[src/rtl/aud_adc_rx.sv]
// I2S receiver for the codec ADC path: deserializes left/right pairs into a small FWFT FIFO.
// Optional peak-magnitude outputs are built when AUD_RX_PEAK_EN is defined.
module aud_adc_rx #(
    parameter int DATA_W      = 24,
    parameter int FIFO_DEPTH  = 4,
    parameter int SYNC_STAGES = 2
) (
    input  logic                          clk,
    input  logic                          reset,
    input  logic                          aud_bclk,
    input  logic                          aud_adclrck,
    input  logic                          aud_adcdat,
    input  logic                          enable,
    output logic                          sample_valid,
    input  logic                          sample_ready,
    output logic [DATA_W-1:0]             sample_left,
    output logic [DATA_W-1:0]             sample_right,
    output logic [$clog2(FIFO_DEPTH):0]   fifo_level,
    output logic                          overflow,
    output logic                          frame_err,
    input  logic                          err_clear
`ifdef AUD_RX_PEAK_EN
    ,
    output logic [DATA_W-2:0]             peak_left,
    output logic [DATA_W-2:0]             peak_right
`endif
);

    localparam int AW = $clog2(FIFO_DEPTH);
    localparam int LW = AW + 1;
    localparam int CW = $clog2(DATA_W + 1);

    localparam logic [2:0] SYNC_WAIT = 3'd0;
    localparam logic [2:0] LEFT      = 3'd1;
    localparam logic [2:0] LEFT_PAD  = 3'd2;
    localparam logic [2:0] RIGHT     = 3'd3;
    localparam logic [2:0] RIGHT_PAD = 3'd4;

    logic [SYNC_STAGES-1:0] bclk_sync, lrck_sync, dat_sync;
    logic                   bclk_s, lrck_s, dat_s;
    logic                   bclk_prev, lrck_prev;
    logic                   brise, lrck_chg, lrck_fall, lrck_rise;

    assign bclk_s    = bclk_sync[SYNC_STAGES-1];
    assign lrck_s    = lrck_sync[SYNC_STAGES-1];
    assign dat_s     = dat_sync[SYNC_STAGES-1];
    assign brise     = bclk_s & ~bclk_prev;
    assign lrck_chg  = brise & (lrck_s != lrck_prev);
    assign lrck_fall = lrck_chg & ~lrck_s;
    assign lrck_rise = lrck_chg & lrck_s;

    // LRCK is only compared between bit-clock rises, so it is tracked at brise only
    always_ff @(posedge clk or posedge reset) begin
        if (reset) begin
            bclk_sync <= '0;
            lrck_sync <= '0;
            dat_sync  <= '0;
            bclk_prev <= 1'b0;
            lrck_prev <= 1'b0;
        end else begin
            bclk_sync <= {bclk_sync[SYNC_STAGES-2:0], aud_bclk};
            lrck_sync <= {lrck_sync[SYNC_STAGES-2:0], aud_adclrck};
            dat_sync  <= {dat_sync[SYNC_STAGES-2:0], aud_adcdat};
            bclk_prev <= bclk_s;
            if (brise)
                lrck_prev <= lrck_s;
        end
    end

    logic [2:0]        state;
    logic [CW-1:0]     bit_cnt;
    logic [DATA_W-1:0] shift_reg, left_word, right_word, shifted;
    logic              last_bit, push, frame_set;

    assign shifted   = {shift_reg[DATA_W-2:0], dat_s};
    assign last_bit  = (bit_cnt == CW'(DATA_W - 1));
    assign frame_set = enable & lrck_chg & ((state == LEFT) | (state == RIGHT));

    always_ff @(posedge clk or posedge reset) begin
        if (reset) begin
            state      <= SYNC_WAIT;
            bit_cnt    <= '0;
            shift_reg  <= '0;
            left_word  <= '0;
            right_word <= '0;
            push       <= 1'b0;
        end else begin
            push <= 1'b0;
            if (!enable) begin
                state <= SYNC_WAIT;
            end else if (brise) begin
                case (state)
                    SYNC_WAIT: begin
                        if (lrck_fall) begin
                            state   <= LEFT;
                            bit_cnt <= '0;
                        end
                    end
                    LEFT: begin
                        if (lrck_fall) begin
                            bit_cnt <= '0;
                        end else if (lrck_rise) begin
                            state <= SYNC_WAIT;
                        end else begin
                            shift_reg <= shifted;
                            bit_cnt   <= bit_cnt + CW'(1);
                            if (last_bit) begin
                                left_word <= shifted;
                                state     <= LEFT_PAD;
                            end
                        end
                    end
                    LEFT_PAD: begin
                        if (lrck_rise) begin
                            state   <= RIGHT;
                            bit_cnt <= '0;
                        end else if (lrck_fall) begin
                            state   <= LEFT;
                            bit_cnt <= '0;
                        end
                    end
                    RIGHT: begin
                        if (lrck_fall) begin
                            state   <= LEFT;
                            bit_cnt <= '0;
                        end else if (lrck_rise) begin
                            state <= SYNC_WAIT;
                        end else begin
                            shift_reg <= shifted;
                            bit_cnt   <= bit_cnt + CW'(1);
                            if (last_bit) begin
                                right_word <= shifted;
                                push       <= 1'b1;
                                state      <= RIGHT_PAD;
                            end
                        end
                    end
                    RIGHT_PAD: begin
                        if (lrck_fall) begin
                            state   <= LEFT;
                            bit_cnt <= '0;
                        end
                    end
                    default: state <= SYNC_WAIT;
                endcase
            end
        end
    end

    logic [DATA_W-1:0] mem_left  [FIFO_DEPTH];
    logic [DATA_W-1:0] mem_right [FIFO_DEPTH];
    logic [AW-1:0]     wr_ptr, rd_ptr;
    logic [LW-1:0]     count;
    logic              full, pop, push_ok, overflow_set;

    assign full         = (count == LW'(FIFO_DEPTH));
    assign pop          = sample_valid & sample_ready;
    assign push_ok      = push & (~full | pop);
    assign overflow_set = push & full & ~pop;
    assign sample_valid = (count != '0);
    assign sample_left  = mem_left[rd_ptr];
    assign sample_right = mem_right[rd_ptr];
    assign fifo_level   = count;

    // A push into a full FIFO is only accepted when the head leaves in the same cycle
    always_ff @(posedge clk or posedge reset) begin
        if (reset) begin
            wr_ptr <= '0;
            rd_ptr <= '0;
            count  <= '0;
            for (int i = 0; i < FIFO_DEPTH; i++) begin
                mem_left[i]  <= '0;
                mem_right[i] <= '0;
            end
        end else begin
            if (push_ok) begin
                mem_left[wr_ptr]  <= left_word;
                mem_right[wr_ptr] <= right_word;
                wr_ptr            <= wr_ptr + AW'(1);
            end
            if (pop)
                rd_ptr <= rd_ptr + AW'(1);
            count <= count + LW'(push_ok) - LW'(pop);
        end
    end

    always_ff @(posedge clk or posedge reset) begin
        if (reset) begin
            overflow  <= 1'b0;
            frame_err <= 1'b0;
        end else begin
            overflow  <= (overflow & ~err_clear) | overflow_set;
            frame_err <= (frame_err & ~err_clear) | frame_set;
        end
    end

`ifdef AUD_RX_PEAK_EN
    localparam int PW = DATA_W - 1;

    // The most negative code has no positive twin, so it saturates to all ones
    function automatic logic [PW-1:0] magnitude(input logic [DATA_W-1:0] s);
        if (!s[DATA_W-1])
            magnitude = s[PW-1:0];
        else if (s[PW-1:0] == '0)
            magnitude = '1;
        else
            magnitude = ~s[PW-1:0] + PW'(1);
    endfunction

    logic [PW-1:0] mag_left, mag_right;
    assign mag_left  = magnitude(left_word);
    assign mag_right = magnitude(right_word);

    always_ff @(posedge clk or posedge reset) begin
        if (reset) begin
            peak_left  <= '0;
            peak_right <= '0;
        end else if (err_clear) begin
            peak_left  <= '0;
            peak_right <= '0;
        end else if (push_ok) begin
            if (mag_left > peak_left)
                peak_left <= mag_left;
            if (mag_right > peak_right)
                peak_right <= mag_right;
        end
    end
`endif

endmodule
[config.mk]
export PLATFORM = sky130hd
export DESIGN_NAME = aud_adc_rx
export DESIGN_NICKNAME = d
export VERILOG_FILES = /design/src/rtl/aud_adc_rx.sv
export SDC_FILE = /design/constraint.sdc
export NUM_CORES = 1
export LEC_CHECK = 0
export ABC_CLOCK_PERIOD_IN_PS = 29900
export CAP_MARGIN = 40
export CORE_ASPECT_RATIO = 0.7
export CORE_UTILIZATION = 45
export CTS_BUF_LIST = sky130_fd_sc_hd__clkbuf_4
export DETAILED_ROUTE_END_ITERATION = 10
export GPL_ROUTABILITY_DRIVEN = 0
export PLACE_DENSITY_LB_ADDON = 0.15
export SYNTH_ARGS = -nofsm -noshare
export SYNTH_HDL_FRONTEND = slang
export SYNTH_SLANG_ARGS = --single-unit
[constraint.sdc]
create_clock -name clk -period 29.9 [get_ports clk]
set_input_delay 5.98 -clock clk [delete_from_list [all_inputs] [get_ports clk]]
set_output_delay 5.98 -clock clk [all_outputs]
set_load 0.02 [all_outputs]
==> impl_metrics.yaml, run 1 <==
routing:
  wl_met2_mm: 11.7
  wl_met3_mm: 1.22
  drt-met1-wl_mm: 12.1
  ant_nets: 0
  drt_iter0_markers: 344
  via_per_inst: 5.45
  wl_mm: 25.6
  wl_per_cell_um: 20.4
  highest_layer: "met4"
  drt_first_pass_iters: 5
  drc_errors: 0
  num_vias: 6834
timing:
  rsz0062_at_grt: "false"
  maxSlewHeadroom_pct: 42.1
  setup_ws_ns: 20.86
  min_period_ns: 9.04
  max_freq_mhz: 111
  worstMarginPinSlew_ns: 0.869
  worst_clock_skew_ns: 0.0313
  hold_viol: 0
  fin_crit_sh_pct: 30.2
  setup_viol: 0
  tns_ns: 0
  slew_viol_final: 0
  timing.hold.ws_ns: 0.329
yosys:
  ys_types: 49
  syn_nets: 761
  seq_area_frac_synth_pct: 59.2
  ys_ff_latch: 289
  yosys_warnings: 0
  ys_async_sr_fraction_pct: 100
  synthCells: 745
  ys.flop_type: "dfrtp_1"
  mappedNetlistArea_mm2: 0.0122
  synth_area_per_cell_um2: 16.4
  synth-edff-count: 0
placement:
  place_inst: 1138
  dp_slack_ns: 21.30
  port_buffers: 61
  placed_cell_area_mm2: 0.0133
  dp_hpwl_mm: 15.8
critical_path:
  cp_data_required_time_ns: 23.92
  startpoint: "rd_ptr[0]"
  crit_type: "flip-flop to primary output"
  reg2reg_depth: 6
  critPathArrivalTime_ns: 3.06
  timing.rr.start: "state[2]"
  ff2ff_setup_slack_ns: 27.19
  slowest_delay_ns: 0.61
  path_cells: "buf_4 > buf_16 > mux4_2 > clkdlybuf4s50_1"
  regToRegEndpoint: "right_word[2]"
  critPathSlowestCell: "dfrtp_2"
  cp.buffers_inverters: 3
  crit_family: "buffers and inverters"
  end_kind: "primary output"
  startpoint_type: "flip-flop"
  path_max_fanout: 30
clock_network:
  cts_sinks: 289
  clk_pin_slew_ns: 0.06
  cts_repair_resize_count: 0
  cts_root_buf: "clkbuf_4"
  h-tree-depth: 3
  post-cts-setup-buffers: 0
  cts_buffer_depth: 3
  cts_tree: "done"
  cts_buffers: 73
  postCtsHoldBufs: 0
  clkLatencyLatePin_ns: 0.68
power_and_ir_drop:
  pwr-share-seq_pct: 50.3
  switching_share_pct: 26.4
  cellLeakagePower_nw: 6.96
  clkPwrFrac_pct: 37.7
  p_int_mw: 0.600
  ir_worst_vdd_mv: 0.0314
  p_sw_mw: 0.216
  power_frac_comb_pct: 12.0
  powerDensity_mw_per_mm2: 57.8
final_layout:
  fin_area_mm2: 0.0141
  seq_area_mm2: 0.00724
  multiInputGateArea_mm2: 0.00472
  syn2layout_area_growth_pct: 15.6
  top_regs: "mem_left x96, mem_right x96"
  final_cells: 1253
  drive_gt1_share_pct: 47.6
  nets: 865
  fillers: 2196
  antenna_cells: 0
die:
  die_w_um: 199
  die_area_mm2: 0.0278
  core_area_mm2: 0.0267
  initial_core_util_pct: 45.7
  boundaryPins: 62
  die_y_um: 140
  rows: 50
worst_hold_path:
  holdCritPathClass: "flip-flop to flip-flop"
  hold_depth: 0
  hp-start: "lrck_sync[0]"
  min_to: "lrck_sync[1]"
global_routing:
  grt.overflow.total: 0
  grt_pass1_vias: 7508
  grt.total_usage_pct: 19.7
  grt_max_degree: 104
  antenna_found_initial: 0
  grt_pass1_wl_mm: 41.7
outcome:
  outcome: "finished clean"
job:
  cap_violations: 0
synthesized netlist by cell type, drive strengths merged, types with 2 or more instances:
cell,number,area share (%)
dfrtp,289,59
xor2,2,0.14
a32o,2,0.16
a211oi,3,0.18
a41oi,2,0.14
o21ai,7,0.29
nand2,14,0.43
a21oi,3,0.12
nor2b,2,0.10
ha,7,0.72
nor3,3,0.22
inv,16,0.49
xnor2,5,0.36
nand2b,3,0.15
buf,36,1.7
mux4,48,8.8
o32ai,3,0.22
clkbuf,8,0.25
o211ai,2,0.12
nand3,4,0.20
mux2,263,24
nor2,2,0.061
power by group through the flow:
stage | logic (mW) | registers [mW] | clock network (mW)
global route | 0.107 | 0.411 | 0.342
global placement | 0.0748 | 0.431 | 0
floorplan | 0.0706 | 0.411 | 0
finish | 0.0977 | 0.410 | 0.308
detailed placement | 0.100 | 0.418 | 0
CTS | 0.100 | 0.411 | 0.321
layer usage:
metal	global-route usage [%]	up-vias
met2	29.0	181
met3	5.31	56
met4	7.41	0
li1	-	3004
met5	0	-
met1	28.0	3593
area by class of cell:
| class | instances | share of cell area (%) |
|---|---|---|
| Clock buffer | 104 | 5.53 |
| Clock inverter | 11 | 0.301 |
| Inverter | 16 | 0.478 |
| Multi-Input combinational cell | 396 | 33.4 |
| Sequential cell | 289 | 51.2 |
| Tap cell | 364 | 3.22 |
| Timing Repair Buffer | 73 | 5.81 |
per-stage QoR:
step	power, mW	util, %
floorplan	0.481	-
global placement	0.506	49.1
detailed placement	0.518	49.8
CTS	0.832	52.9
global route	0.860	52.9
finish	0.816	52.9
worst max-delay path by stage:
stage,end,slack [ns],cells after the start
2_1_floorplan,bclk_prev,15.94,1
3_3_place_gp,mem_left[15],20.85,4
3_5_place_dp,right_word[23],21.30,7
4_1_cts,sample_right[20],20.74,4
5_1_grt,sample_right[20],20.69,4
6_report,sample_left[7],20.86,4
worst register-to-register path, cell delays in order, from the launching register on:
cell      delay [ns]
dfrtp_1         0.44
nand2b_1        0.40
nor3_4          0.27
buf_4           0.36
and3_1          0.55
buf_16          0.22
mux2_1          0.34
cell usage in the layout (no fill, tap or decap), drive strengths merged, types with 2 or more instances in the layout:
cell type        n
nor2             2
mux4            48
nor3             3
nor2b            2
buf             12
clkinv           9
mux2           263
o211ai           2
xor2             2
dfrtp          289
clkbuf         104
nand3            4
a41oi            2
nand2b           3
o21ai            7
ha               7
a21oi            3
a32o             2
clkdlybuf4s50   61
o32ai            3
a211oi           3
xnor2            5
nand2           14
inv             18
kinds of logic after synthesis:
group	Yosys count	share of synthesized area [%]
buffers and inverters	60	2.43
DFF	289	59.2
adders and majority gates	8	0.881
and+or+nand+nor	40	2.08
AOI/OAI and AO/OA	29	1.75
muxes	312	33.2
xor gates and xnor gates	7	0.502
Power figures use the tool's default switching activity.
==> run 2, diff against run 1 <==
--- a/config.mk
+++ b/config.mk
@@ -5,7 +5,7 @@
 export SDC_FILE = /design/constraint.sdc
 export NUM_CORES = 1
 export LEC_CHECK = 0
-export ABC_CLOCK_PERIOD_IN_PS = 29900
+export ABC_CLOCK_PERIOD_IN_PS = 7580
 export CAP_MARGIN = 40
 export CORE_ASPECT_RATIO = 0.7
 export CORE_UTILIZATION = 45
==> constraint.sdc (replaced) <==
create_clock -name clk -period 7.58 [get_ports clk]
set_input_delay 1.516 -clock clk [delete_from_list [all_inputs] [get_ports clk]]
set_output_delay 1.516 -clock clk [all_outputs]
set_load 0.02 [all_outputs]
==> impl_metrics.yaml, run 2 (synthesis results as in run 1) <==
clock_network:
  h-tree-depth: 3
  cts_tree: "done"
  postCtsHoldBufs: 0
  cts_repair_resize_count: 0
  cts_root_buf: "clkbuf_4"
  cts_sinks: 289
  clkLatencyLatePin_ns: 0.68
  cts_buffers: 74
  clk_pin_slew_ns: 0.07
  post-cts-setup-buffers: 0
  cts_buffer_depth: 3
timing:
  min_period_ns: 4.61
  max_freq_mhz: 217
  maxSlewHeadroom_pct: 29.2
  fin_crit_sh_pct: 60.8
  setup_viol: 0
  hold_viol: 0
  worstMarginPinSlew_ns: 1.06
  tns_ns: 0
  slew_viol_final: 0
  rsz0062_at_grt: "false"
  worst_clock_skew_ns: 0.0371
critical_path:
  timing.rr.start: "fifo_level[2]"
  regToRegEndpoint: "fifo_level[2]"
  reg2reg_depth: 9
  cp_data_required_time_ns: 6.06
  startpoint_type: "flip-flop"
  critPathArrivalTime_ns: 3.09
  path_max_fanout: 29
  crit_end: "sample_right[10]"
  ff2ff_setup_slack_ns: 4.99
  crit_type: "flip-flop to primary output"
  startpoint: "rd_ptr[0]"
  end_kind: "primary output"
power_and_ir_drop:
  p_sw_mw: 0.856
  p_int_mw: 2.46
  pwr-share-seq_pct: 49.0
  ir_worst_vdd_mv: 0.102
  report.power.total_mw: 3.32
  clkPwrFrac_pct: 39.9
  cellLeakagePower_nw: 6.94
  power_frac_comb_pct: 11.2
  switching_share_pct: 25.8
  powerDensity_mw_per_mm2: 235
global_routing:
  grt_max_degree: 191
  grt_pass1_wl_mm: 41.7
  grt_pass1_vias: 7521
  antenna_found_initial: 1
  grt.total_usage_pct: 19.7
  grt.overflow.total: 0
final_layout:
  layout_common_cells: "dfrtp_1 (287), mux2_2 (243), clkbuf_4 (104)"
  syn2layout_area_growth_pct: 15.8
  final_cells: 1256
  final_core_util_pct: 53.0
  final_common_cell: "dfrtp_1"
  fin_area_mm2: 0.0141
  drive_gt1_share_pct: 47.8
  fillers: 2209
  nets: 866
  top_regs: "mem_left x96, mem_right x96"
placement:
  dp_hpwl_mm: 15.4
  place_inst: 1138
  placed_cell_area_mm2: 0.0132
  port_buffers: 61
die:
  core_area_mm2: 0.0267
  die_area_mm2: 0.0278
  rows: 50
  boundaryPins: 62
  die_y_um: 140
  initial_core_util_pct: 45.7
  die_w_um: 199
routing:
  drt_iter0_markers: 215
  via_per_inst: 5.40
  wl_per_cell_um: 20.3
  wl_mm: 25.5
  ant_nets: 0
  drc_errors: 0
  drt_first_pass_iters: 4
  num_vias: 6787
outcome:
  outcome: "finished clean"
job:
  cap_violations: 0
worst_hold_path:
  holdCritPathClass: "flip-flop to flip-flop"
  hold_depth: 0
## run 2: worst min-delay path by stage
stage,start,endpoint,slack [ns]
6_report,bclk_sync[0],bclk_sync[1],0.35
5_1_grt,lrck_sync[0],lrck_sync[1],0.36
4_1_cts,bclk_sync[0],bclk_sync[1],0.35
3_5_place_dp,lrck_sync[0],lrck_sync[1],0.34
3_3_place_gp,lrck_sync[0],lrck_sync[1],0.34
2_1_floorplan,bclk_sync[0],bclk_sync[1],0.33
## run 2: layer usage
metal | part of all wire, % | GRT usage (%)
met3 | 4.2 | 5.09
met4 | 1.6 | 6.56
met5 | 0 | 0
met2 | 46 | 29.8
met1 | 48 | 27.7
## run 2: per-stage QoR
step           hold slack, ns  setup WS (ns)
6_report                0.352           2.97
3_5_place_dp            0.339           3.47
3_3_place_gp            0.335           2.81
5_1_grt                 0.364           2.76
2_1_floorplan           0.331           2.23
4_1_cts                 0.354           2.83
## run 2: area by class of cell
class	instances	area [um2]	share of cell area, %
repair buffers	73	773	5.47
multi-input cells	396	4700	33.3
inverters	16	63.8	0.451
flip-flops and latches	289	7240	51.2
clock buffers	104	781	5.52
well taps	364	455	3.22
clock inverters	13	129	0.911
diodes	1	2.50	0.0177
## run 2: power groups by stage
stage               registers [mW]  clock network, mW  logic, mW
floorplan                     1.62                  0      0.279
global placement              1.72                  0      0.271
detailed placement            1.65                  0      0.387
CTS                           1.62               1.38      0.387
global route                  1.63               1.46      0.403
finish                        1.62               1.32      0.371
## run 2: worst max-delay path: stages, from the launching register on
cell and delay, ns:
dfrtp_2 0.44, buf_12 0.23, buf_4 0.52, mux4_2 0.61, clkdlybuf4s50_1 0.56
